===== config.mk =====
export PLATFORM = sky130hd
export DESIGN_NAME = regfile_wb_arbiter
export DESIGN_NICKNAME = d
export VERILOG_FILES = /design/src/rtl/regfile_wb_arbiter.sv
export SDC_FILE = /design/constraint.sdc
export NUM_CORES = 1
export LEC_CHECK = 0
export ABC_AREA = 0
export CORE_ASPECT_RATIO = 1.25
export CORE_MARGIN = 2
export CORE_UTILIZATION = 55
export CTS_BUF_LIST = sky130_fd_sc_hd__clkbuf_8
export CTS_CLUSTER_DIAMETER = 120
export CTS_CLUSTER_SIZE = 28
export DETAILED_ROUTE_END_ITERATION = 8
export PLACE_DENSITY = 0.91
export SETUP_SLACK_MARGIN = 0.3
export SLEW_MARGIN = 30
export SYNTH_ARGS = -nofsm -noshare
export SYNTH_HDL_FRONTEND = slang
export SYNTH_SLANG_ARGS = --single-unit

===== constraint.sdc =====
create_clock -name clk -period 2.9 [get_ports clk]
set_clock_uncertainty 0.05 [all_clocks]
set_input_delay 0.58 -clock clk [delete_from_list [all_inputs] [get_ports clk]]
set_output_delay 0.58 -clock clk [all_outputs]
set_load 0.005 [all_outputs]

===== src/rtl/regfile_wb_arbiter.sv =====
// ---------------------------------------------------------------------------
// regfile_wb_arbiter
//
// Shares the single register-file write port between two writeback
// requesters: port 0 (ALU) and port 1 (load unit). Each requester pushes
// {rd, data} into its own small FIFO through a valid/ready handshake. A
// round-robin arbiter pops at most one FIFO head per cycle into a registered
// write stage, and that stage drives register_file directly.
//
// Parameters:
//   XLEN       data width of write_data
//   RA_W       register address width
//   FIFO_DEPTH entries per requester FIFO (power of 2, >= 2)
//
// Ports:
//   clk, rst_n                   clock, asynchronous active-low reset
//   req0_valid/ready/rd/data     ALU writeback request channel
//   req1_valid/ready/rd/data     load-unit writeback request channel
//   wb_stall                     freezes arbitration and the write stage
//   reg_write, rd, write_data    register_file write port (registered)
//   idle                         both FIFOs empty and no write in the stage
//
// Optional feature (macro WB_HAZARD_EN):
//   chk_rs1, chk_rs2             source registers to look up
//   rs1_pending, rs2_pending     combinational: the register has a write
//                                still queued or in the write stage
// ---------------------------------------------------------------------------
module regfile_wb_arbiter #(
  parameter int XLEN       = 32,
  parameter int RA_W       = 5,
  parameter int FIFO_DEPTH = 2
) (
  input  logic            clk,
  input  logic            rst_n,
  input  logic            req0_valid,
  output logic            req0_ready,
  input  logic [RA_W-1:0] req0_rd,
  input  logic [XLEN-1:0] req0_data,
  input  logic            req1_valid,
  output logic            req1_ready,
  input  logic [RA_W-1:0] req1_rd,
  input  logic [XLEN-1:0] req1_data,
  input  logic            wb_stall,
  output logic            reg_write,
  output logic [RA_W-1:0] rd,
  output logic [XLEN-1:0] write_data,
  output logic            idle
`ifdef WB_HAZARD_EN
  ,
  input  logic [RA_W-1:0] chk_rs1,
  input  logic [RA_W-1:0] chk_rs2,
  output logic            rs1_pending,
  output logic            rs2_pending
`endif
);

  localparam int PW = $clog2(FIFO_DEPTH);
  localparam int CW = PW + 1;
  localparam logic [CW-1:0] FULL_CNT = CW'(FIFO_DEPTH);

  // Per-port views, indexed by requester number.
  logic [1:0]      in_valid;
  logic [RA_W-1:0] in_rd     [2];
  logic [XLEN-1:0] in_data   [2];
  logic [1:0]      push;
  logic [1:0]      pop;
  logic [1:0]      empty;
  logic [1:0]      full;
  logic [CW-1:0]   count     [2];
  logic [RA_W-1:0] head_rd   [2];
  logic [XLEN-1:0] head_data [2];

`ifdef WB_HAZARD_EN
  logic            hit1 [2][FIFO_DEPTH];
  logic            hit2 [2][FIFO_DEPTH];
`endif

  assign in_valid   = {req1_valid, req0_valid};
  assign in_rd[0]   = req0_rd;
  assign in_rd[1]   = req1_rd;
  assign in_data[0] = req0_data;
  assign in_data[1] = req1_data;

  // Ready depends on the count only: a full FIFO refuses a push even when
  // its head is being popped in the same cycle, which keeps ready free of
  // any path through the arbiter.
  assign req0_ready = ~full[0];
  assign req1_ready = ~full[1];

  // -------------------------------------------------------------------------
  // Requester FIFOs
  // -------------------------------------------------------------------------
  generate
    for (genvar gi = 0; gi < 2; gi++) begin : g_fifo
      logic [RA_W-1:0] mem_rd   [FIFO_DEPTH];
      logic [XLEN-1:0] mem_data [FIFO_DEPTH];
      logic [PW-1:0]   wptr_reg;
      logic [PW-1:0]   rptr_reg;
      logic [CW-1:0]   count_reg;

      assign full[gi]      = (count_reg == FULL_CNT);
      assign empty[gi]     = (count_reg == '0);
      assign push[gi]      = in_valid[gi] & ~full[gi];
      assign count[gi]     = count_reg;
      assign head_rd[gi]   = mem_rd[rptr_reg];
      assign head_data[gi] = mem_data[rptr_reg];

      // Storage needs no reset: occupancy is tracked by the pointers.
      always_ff @(posedge clk) begin
        if (push[gi]) begin
          mem_rd[wptr_reg]   <= in_rd[gi];
          mem_data[wptr_reg] <= in_data[gi];
        end
      end

      // Pointers wrap naturally because FIFO_DEPTH is a power of 2.
      always_ff @(posedge clk or negedge rst_n) begin
        if (!rst_n) begin
          wptr_reg  <= '0;
          rptr_reg  <= '0;
          count_reg <= '0;
        end else begin
          if (push[gi]) wptr_reg <= wptr_reg + PW'(1);
          if (pop[gi])  rptr_reg <= rptr_reg + PW'(1);
          count_reg <= count_reg + CW'(push[gi]) - CW'(pop[gi]);
        end
      end

`ifdef WB_HAZARD_EN
      // An entry slot is live when its distance from the read pointer is
      // below the current count.
      for (genvar gj = 0; gj < FIFO_DEPTH; gj++) begin : g_entry
        logic [PW-1:0] offs;
        logic          live;
        assign offs           = PW'(gj) - rptr_reg;
        assign live           = ({1'b0, offs} < count_reg);
        assign hit1[gi][gj]   = live && (mem_rd[gj] == chk_rs1);
        assign hit2[gi][gj]   = live && (mem_rd[gj] == chk_rs2);
      end
`else
      // Without hazard lookup only the FIFO head is ever observed.
`endif
    end
  endgenerate

  // -------------------------------------------------------------------------
  // Round-robin arbiter
  // -------------------------------------------------------------------------
  logic            rr_reg;
  logic            rr_next;
  logic            win;
  logic            any_pop;
  logic [RA_W-1:0] sel_rd;
  logic [XLEN-1:0] sel_data;

  always_comb begin
    pop      = 2'b00;
    rr_next  = rr_reg;
    win      = 1'b0;
    any_pop  = 1'b0;
    // With both candidates the pointer chooses; with one, the non-empty
    // port is taken. Either way the pointer then favours the loser, which
    // for the two-candidate case is simply a flip.
    if (!empty[0] && !empty[1]) begin
      win = rr_reg;
    end else begin
      win = empty[0];
    end
    if (!wb_stall && !(empty[0] && empty[1])) begin
      any_pop  = 1'b1;
      pop[win] = 1'b1;
      rr_next  = ~win;
    end
    sel_rd   = head_rd[win];
    sel_data = head_data[win];
  end

  always_ff @(posedge clk or negedge rst_n) begin
    if (!rst_n) begin
      rr_reg <= 1'b0;
    end else begin
      rr_reg <= rr_next;
    end
  end

  // -------------------------------------------------------------------------
  // Write stage
  // -------------------------------------------------------------------------
  // An rd==0 entry is consumed and loaded like any other, but it never
  // raises reg_write since x0 is hard-wired in register_file.
  always_ff @(posedge clk or negedge rst_n) begin
    if (!rst_n) begin
      reg_write  <= 1'b0;
      rd         <= '0;
      write_data <= '0;
    end else if (any_pop) begin
      reg_write  <= (sel_rd != '0);
      rd         <= sel_rd;
      write_data <= sel_data;
    end else begin
      reg_write  <= 1'b0;
    end
  end

  assign idle = (count[0] == '0) && (count[1] == '0) && !reg_write;

  // -------------------------------------------------------------------------
  // Pending-write lookup
  // -------------------------------------------------------------------------
`ifdef WB_HAZARD_EN
  always_comb begin
    rs1_pending = reg_write && (rd == chk_rs1);
    rs2_pending = reg_write && (rd == chk_rs2);
    for (int p = 0; p < 2; p++) begin
      for (int e = 0; e < FIFO_DEPTH; e++) begin
        rs1_pending = rs1_pending | hit1[p][e];
        rs2_pending = rs2_pending | hit2[p][e];
      end
    end
    // x0 never becomes stale.
    if (chk_rs1 == '0) rs1_pending = 1'b0;
    if (chk_rs2 == '0) rs2_pending = 1'b0;
  end
`else
  // No pending-write lookup in this build.
`endif

endmodule


== Word level (Yosys, flattened, before mapping) ==
Memory sizes are Yosys's and may differ from the RTL's.
Cells that the tools add are included.
Storage, ports and cells
  flip-flop bits (word level): 47
  memory bits (writable): 148
  output and inout bits: 41
  logic and storage cells: 62
  memories: 4
Operators by class
  add/sub/neg operators: 8
  order comparisons: 3
  equal/unequal tests: 2
  multiplexer cells: 16
  bitwise logic cells: 6
  reductions and logical operators: 13
Memory list
  g_fifo[0].mem_data: words 2, width 32, rd ports 1, clocked after memory_dff 0, wr ports 1, RTL line 96  | logic [XLEN-1:0] mem_data [FIFO_DEPTH];
  g_fifo[1].mem_data: words 2, width 32, rd ports 1, clocked after memory_dff 0, wr ports 1, RTL line 96
  g_fifo[0].mem_rd: words 2, width 5, rd ports 1, clocked after memory_dff 0, wr ports 1, RTL line 95  | logic [RA_W-1:0] mem_rd [FIFO_DEPTH];
  g_fifo[1].mem_rd: words 2, width 5, rd ports 1, clocked after memory_dff 0, wr ports 1, RTL line 95
Operators with widths (count)
  $mux W32: 3
  $mux W5: 3
  $mux W1: 8
  $logic_and A1 B1 Y1: 5
  $logic_not A1 Y1: 5
  $reduce_bool A5 Y1: 1
  $add A1 B1 Y1 const B: 4
  $add A2 B1 Y2: 2
  $eq A2 B2 Y1 const B: 2
  $logic_not A2 Y1: 2
  $sub A2 B1 Y2: 2
  $not A1 Y1: 3
  $and A1 B1 Y1: 2
  $ge A2 B2 Y1 const B: 1
  $lt A1 B2 Y1 const B: 1
  $mux W2: 1
  $not A1 Y2: 1
  $demux W1 S1: 1
  $ge A1 B1 Y1 const B: 1

== Logic depth before layout (Yosys ltp) ==
Gate-level depths: netlist of the first run.
  word-level depth: 10
  depth in mapped cells: 10
  gate-level depth less buffers: 8

== Worst setup path after synthesis of the first run ==
OpenSTA, ideal clock, no wires.
  path kind: input to register
  start point: input port req0_valid
  end point: memory g_fifo[0].mem_data[0][0] (enable)
  arrival time: 2.230 ns
  data required time: 2.419 ns
  slack: 0.189 ns
  cell stages on the path: 2
  buffers on the path: 0
  path through: nand2_1 nor2_1
Between the ends
  longest elaborated chain between the ends: 3
Ends and longest elaborated chain
  from (decl): RTL line 35  | input logic req0_valid,
  $and A1 B1 Y1: RTL line 103  | assign push[gi] = in_valid[gi] & ~full[gi];
  $mux W1: RTL line 110  | if (push[gi]) begin
  $mux W1 (not written as such): RTL line 112  | mem_data[wptr_reg] <= in_data[gi];
  to (decl): RTL line 96
Every way passes these cells.

== Worst setup path after layout of the first run ==
  start point: register g_fifo[0].count_reg[0]
  end point: output port idle
Between the ends
  longest elaborated chain between the ends: 3
Ends and longest elaborated chain
  from (decl): RTL line 99  | logic [CW-1:0] count_reg;
  from (signal assigned): RTL line 125  | count_reg <= count_reg + CW'(push[gi]) - CW'(pop[gi]);
  $logic_not A2 Y1: RTL line 205  | assign idle = (count[0] == '0) && (count[1] == '0) && !reg_write;
  $logic_and A1 B1 Y1 (2 in a row): RTL line 205
  to (decl): RTL line 47  | output logic idle
Every way passes these cells.

==> summary.txt, run 1 <==
Floorplanning
  – Top Ports: 120
  – Std-Cell Core Area: 0.01335 mm^2
  – Initial core utilization: 56.51%
  – Die width: 108.8 um
  – Die Ht: 134.9 um
  – Die area: 0.01467 mm^2
  – Core Rows: 47

Final layout
  – Core Util, Final: 69.61%
  – Layout overhead on the synthesized area: 23.19%
  – Layout cells sized above 1: 10.19%
  – Max reg flops: 128
  – Post-Layout Cell Count: 789
  – Antenna cells: 0
  – Largest registers: g_fifo.mem_data (128), write_data (32), g_fifo.mem_rd (20)
  – Nets: 689
  – Top reg by flops: g_fifo.mem_data

Global route
  – Initial antenna violation count: 0
  – Congestion Overflow GR: 0
  – Largest net degree at the start of global routing: 57
  – Vias in the first global route: 4695
  – GR Util All Layers: 21.13%
  – First-pass GRT wire length: 22710 um

STA
  – Unrepaired setup endpoints after global routing: no
  – Final WS setup: 0.3768 ns
  – Total negative slack: 0 ns
  – Final period utilization: 87.01%
  – Min Tclk post-route: 2.523 ns
  – Slew HR: 56.20%
  – Measured slew at the worst slew-check pin: 0.6570 ns
  – Peak Freq: 0.3963 GHz
  – Max Slew Vio Count: 0
  – Endpoints failing setup: 0
  – Final hold vios: 0

Clocking
  – CTS Sinks: 195
  – Deepest clock path buffer count: 2
  – CTS tree: yes
  – Root buf cell: clkbuf_8
  – Skew-Pair Late Insertion Delay: 0.46 ns
  – Num CTS Buffers: 17
  – Clock transition at path regs: 0.10 ns
  – H-tree Lvls: 4

Critical path
  – CP endpoint kind: output port
  – Setup CP Type: reg -> out
  – Reg2Reg Depth: 8
  – Startpoint Class: register
  – Worst EP required: 2.27 ns
  – WP data arrival: 1.89 ns
  – Critical path fanouts, max: 3

Placed design
  – Port Buffers: 119
  – Placed cell count: 756
  – GP Congestion: 0.7911
  – HPWL after DPL: 9960 um
  – Worst slack, placed: 0.5028 ns

Power and ir drop
  – Leakage power: 3.230 nW
  – PwrDens: 980.1 mW/mm^2
  – Max VDD drop: 0.5375 mV
  – Power share of the clock group: 17.7%
  – Switch Pwr: 0.003029 W
  – Register share of total power: 48.1%
  – Tot Pwr: 0.009107 W
  – Combinational share of power: 34.1%
  – Internal: 0.006078 W
  – Switching part of the total power: 33.26%

Detailed routing
  – Vias: 4515
  – Drt total wl: 14720 um
  – Routed vias/inst: 5.722
  – Routed Antenna Nets: 0
  – DR iter-0 viols: 231
  – Drt drc: 0
  – Wire length per cell: 18.66 um
  – DR pass1 iterations: 4

Synthesis
  – Dominant cell type by area after synthesis: edfxtp_1
  – Mapped Cells: 488
  – Post-synthesis register bit count: 195
  – Synth cell types: 30
  – Synth warn: 0
  – Post-synth ARST share: 24.10%
  – Post-synth EDFFs: 148
  – Syn nets: 571
  – Syn_area_per_cell: 15.46 um^2
  – Cell Area, Synth: 0.007543 mm^2
  – Register area share after synthesis: 74.51%
  – Most common flop cell mapped by yosys: edfxtp_1
  – Synth top area share: 58.92%
  – Top post-synthesis cells by area: edfxtp_1 59%, dfrtp_1 16%, a211oi_1 6.6%, nor2b_1 5.5%, o31ai_1 3.4%

Run status
  – Outcome: complete, no violations

Min path
  – Hold WC Path Type: in -> async

Flow run
  – Number of max-cap violations: 0
==> final timing paths <==
| check | end | from | slack, ns |
|---|---|---|---|
| worst min-delay path | write_data[21] | rst_n | 0.10 |
| max in group asynchronous | g_fifo[1].rptr_reg | rst_n | 2.22 |
| min in group clk | write_data[28] | write_data[28] | 0.43 |
| worst max-delay path | idle | g_fifo[0].count_reg[0] | 0.38 |
| worst max register to register | g_fifo[0].count_reg[1] | g_fifo[0].count_reg[0] | 0.89 |
| worst min register to register | write_data[28] | write_data[28] | 0.43 |
==> layer usage <==
metal | up-vias | GRT usage (%) | share of wire (%)
met5 | - | 0 | 0
met4 | 0 | 9.900 | 2.3
met3 | 26 | 5.019 | 5.8
met2 | 171 | 37.74 | 54
met1 | 2237 | 23.59 | 38
li1 | 2081 | - | -
==> critical path, stage by stage, from the launching register on <==
cell and delay [ns]:
dfrtp_2 0.44, nor4_4 0.32, nor2b_1 0.18, clkdlybuf4s50_1 0.51
==> placed cells by master (no fill, tap or decap), drive strengths merged, types with 4 or more instances in the layout <==
master           n
a211oi          66
buf             14
clkbuf          19
clkdlybuf4s50  118
clkinv           6
dfrtp           47
edfxtp         148
ha               4
inv              9
mux2             5
mux2i            8
nand2           41
nor2             5
nor2b           66
o21ai            6
o31ai           34
xnor2            6
==> cells in the mapped netlist (all sizes together) (4+ instances only) <==
master  count
o31ai      34
nor2b      66
a211oi     66
dfrtp      47
nor2        5
buf        24
mux2i       8
nand2      41
edfxtp    148
o21ai       6
xnor2       6
mux2        5
inv         6
clkbuf      9
ha          4
==> what timing repair did <==
action,4_1_cts,5_1_grt
hold buffers,0,0
setup buffers,0,2
setup endpoints to repair,1,1
gates cloned,0,0
pin swaps,0,1
resized for setup,3,1
==> logic make-up after synthesis <==
logic type               count (synthesis)  synth area share (%)
XOR/XNOR                                 8                0.9289
AO/OA/AOI/OAI                          108                 10.55
AND/OR/NAND/NOR                        121                 8.658
flip-flops                             195                 74.51
buffers and inverters                   39                 2.886
multiplexers                            13                 1.808
adder cells (fa/ha/maj)                  4                0.6635
==> per-stage QoR <==
stage / hold slack (ns) / area (um^2)
finish: 0.1041 / 9293
global route: 0.1312 / 9293
CTS: 0.1059 / 9276
detailed placement: 0.4157 / 8891
global placement: 0.4074 / 8889
floorplan: 0.2344 / 7548
==> cell type report <==
cell class / count / area (um^2)
sequential: 195 / 5625
fill: 870 / 4056
multi-input combinational: 254 / 1750
timing repair buffer: 132 / 1311
clock buffer: 19 / 261.5
tap: 171 / 214.0
clock inverter: 12 / 107.6
inverter: 6 / 22.52
==> power groups by stage <==
stage	clock network, W	logic [W]	registers, W
floorplan	0	0.00197	0.00424
global placement	0	0.00295	0.00440
detailed placement	0	0.00310	0.00444
CTS	0.00164	0.00312	0.00440
global route	0.00173	0.00341	0.00447
finish	0.00162	0.00311	0.00438
No activity file was read; power rests on OpenSTA's default activity.
==> run 2: changes to the inputs <==
--- a/config.mk
+++ b/config.mk
@@ -6,6 +6,7 @@
 export NUM_CORES = 1
 export LEC_CHECK = 0
 export ABC_AREA = 0
+export CAP_MARGIN = 20
 export CORE_ASPECT_RATIO = 1.25
 export CORE_MARGIN = 2
 export CORE_UTILIZATION = 55
==> results of run 2 <==
Final layout, timing and power as in run 1 (identical DEF).
==> run 3: changes to the inputs <==
--- a/config.mk
+++ b/config.mk
@@ -7,16 +7,17 @@
 export LEC_CHECK = 0
 export ABC_AREA = 0
 export CAP_MARGIN = 20
+export CELL_PAD_IN_SITES_DETAIL_PLACEMENT = 0
+export CELL_PAD_IN_SITES_GLOBAL_PLACEMENT = 1
 export CORE_ASPECT_RATIO = 1.25
 export CORE_MARGIN = 2
-export CORE_UTILIZATION = 55
+export CORE_UTILIZATION = 46
 export CTS_BUF_LIST = sky130_fd_sc_hd__clkbuf_8
 export CTS_CLUSTER_DIAMETER = 120
 export CTS_CLUSTER_SIZE = 28
 export DETAILED_ROUTE_END_ITERATION = 8
 export PLACE_DENSITY = 0.91
 export SETUP_SLACK_MARGIN = 0.3
-export SLEW_MARGIN = 30
 export SYNTH_ARGS = -nofsm -noshare
 export SYNTH_HDL_FRONTEND = slang
 export SYNTH_SLANG_ARGS = --single-unit
==> summary.txt, run 3 (synthesized netlist as in run 1, its figures left out) <==
Run status
  – Outcome: complete, no violations

Critical path
  – Setup CP Type: reg -> out
  – Worst EP required: 2.27 ns (about the same)
  – Startpoint Class: register
  – Register-to-register setup slack: 0.91 ns (+0.02 ns)
  – Critical path fanouts, max: 2 (-1)
  – CP endpoint kind: output port
  – WP data arrival: 1.87 ns (-0.02 ns)

Power and ir drop
  – Max VDD drop: 0.4280 mV (-20%)
  – PwrDens: 986.1 mW/mm^2 (+0.61%)
  – Leakage power: 3.234 nW (+0.13%)

Clocking
  – Skew-Pair Late Insertion Delay: 0.46 ns (about the same)
  – CTS tree: yes
  – Root buf cell: clkbuf_8
  – Num CTS Buffers: 17 (unchanged)
  – CTS Sinks: 195 (unchanged)
  – H-tree Lvls: 4 (unchanged)
  – Deepest clock path buffer count: 2 (unchanged)
  – Clock transition at path regs: 0.10 ns (about the same)
  – CTS Hold Bufs: 0 (unchanged)

Final layout
  – Max reg flops: 128 (unchanged)
  – Filler cells: 1310 (+51%)
  – Layout overhead on the synthesized area: 24.02%
  – Largest registers: g_fifo.mem_data (128), write_data (32), g_fifo.mem_rd (20)
  – Post-Layout Cell Count: 835 (+5.8%)
  – Commonest non-fill, non-tap cell in the layout: edfxtp_1
  – Commonest cells after routing, fill and taps aside: 148 x edfxtp_1, 118 x clkdlybuf4s50_1, 66 x a211oi_1
  – Top reg by flops: g_fifo.mem_data
  – Antenna cells: 0 (unchanged)
  – Nets: 689 (unchanged)
  – Design area: 0.009355 mm^2 (+0.67%)
  – Layout cells sized above 1: 10.34% (+0.15 points)

Placed design
  – Post-DP Area: 0.008931 mm^2 (+0.45%)
  – HPWL after DPL: 10320 um (+3.6%)
  – GP Congestion: 0.7824 (-1.1%)
  – Port Buffers: 119 (unchanged)
  – Placed cell count: 801 (+6.0%)

Floorplanning
  – Die width: 118.5 um (+9.0%)
  – Initial core utilization: 46.75% (-9.8 points)
  – Std-Cell Core Area: 0.01614 mm^2 (+21%)
  – Top Ports: 120 (unchanged)
  – Core Rows: 52 (+11%)
  – Die Ht: 147.2 um (+9.1%)
  – Die area: 0.01745 mm^2 (+19%)

STA
  – Max Slew Vio Count: 0 (unchanged)
  – Final period utilization: 86.23% (-0.78 points)
  – Measured slew at the worst slew-check pin: 0.5674 ns (-0.08960 ns)
  – Min Tclk post-route: 2.501 ns (-0.02253 ns)
  – Total negative slack: 0 ns (unchanged)
  – Slew HR: 62.17% (+6.0 points)
  – WHS: 0.03689 ns (-0.06725 ns)
  – Final hold vios: 0 (unchanged)
  – Unrepaired setup endpoints after global routing: no
  – Peak Freq: 0.3999 GHz (+0.90%)
  – Endpoints failing setup: 0 (unchanged)

Detailed routing
  – Routed Antenna Nets: 0 (unchanged)
  – Drt total wl: 15440 um (+4.9%)
  – DR pass1 iterations: 5 (+1)
  – Wire length per cell: 18.49 um (-0.87%)
  – Drt drc: 0 (unchanged)
  – Vias: 4413 (-2.3%)
  – Routed vias/inst: 5.285 (-7.6%)
  – DR iter-0 viols: 178 (-23%)

Global route
  – Vias in the first global route: 4813 (+2.5%)
  – Initial antenna violation count: 0 (unchanged)
  – Congestion Overflow GR: 0 (unchanged)
  – Largest net degree at the start of global routing: 46 (-19%)
  – First-pass GRT wire length: 24580 um (+8.2%)
  – GR Util All Layers: 18.51% (-2.6 points)

Flow run
  – Number of max-cap violations: 0 (unchanged)

Min path
  – Hold WC Path Type: in -> async
[run 3: path summary, 6_finish.rpt]
| path | startpoint | to | cells after the start |
|---|---|---|---|
| hold / removal | rst_n | write_data[23] | 1 |
| setup reg to reg | g_fifo[1].count_reg[1] | g_fifo[1].count_reg[1] | 8 |
| max in group asynchronous | rst_n | g_fifo[0].count_reg[1] | 2 |
| hold reg to reg | write_data[27] | write_data[27] | 2 |
| setup / recovery | g_fifo[0].count_reg[1] | idle | 3 |
| min in group clk | write_data[27] | write_data[27] | 2 |
[run 3: layout make-up]
type	count	area [um^2]	share of cell area (%)
tap	216	270.3	2.889
sequential	195	5625	60.13
inverter	6	22.52	0.2407
multi-input combinational	254	1752	18.72
clock buffer	17	234.0	2.501
timing repair buffer	132	1296	13.86
clock inverter	15	155.1	1.658
[run 3: stage by stage]
step | utilization, % | setup slack, ns | power, W
2_1_floorplan | - | 0.7993 | 0.006214
3_3_place_gp | 55.35 | 0.5562 | 0.007367
3_5_place_dp | 55.35 | 0.5215 | 0.007562
4_1_cts | 57.80 | 0.3021 | 0.009269
5_1_grt | 57.98 | 0.3102 | 0.009784
6_report | 57.98 | 0.3993 | 0.009225
[run 3: report_power, final]
group	switching, W	total (W)	internal [W]
Combinational	0.00170	0.00313	0.00143
Sequential	0.000465	0.00438	0.00391
Clock	0.000943	0.00172	0.000774
Total	0.00311	0.00922	0.00611
[run 3: critical path: stages, from the launching register on]
cell	delay [ns]
dfrtp_2	0.44
nor4_4	0.29
nor2b_2	0.18
clkdlybuf4s50_1	0.51
[run 3: what timing repair did]
action | in CTS | in global routing
buffers inserted | 0 | 2
endpoints found under the hold margin | 0 | 0
setup endpoints to repair | 1 | 1
gates resized for setup | 1 | 4
[run 3: routing by layer]
metal	track usage [%]	vias to the layer above	routed length [um]
li1	-	2079	-
met1	20.53	2203	5879
met2	33.76	106	8570
met3	4.387	25	584
met4	7.857	0	407
met5	0	-	0
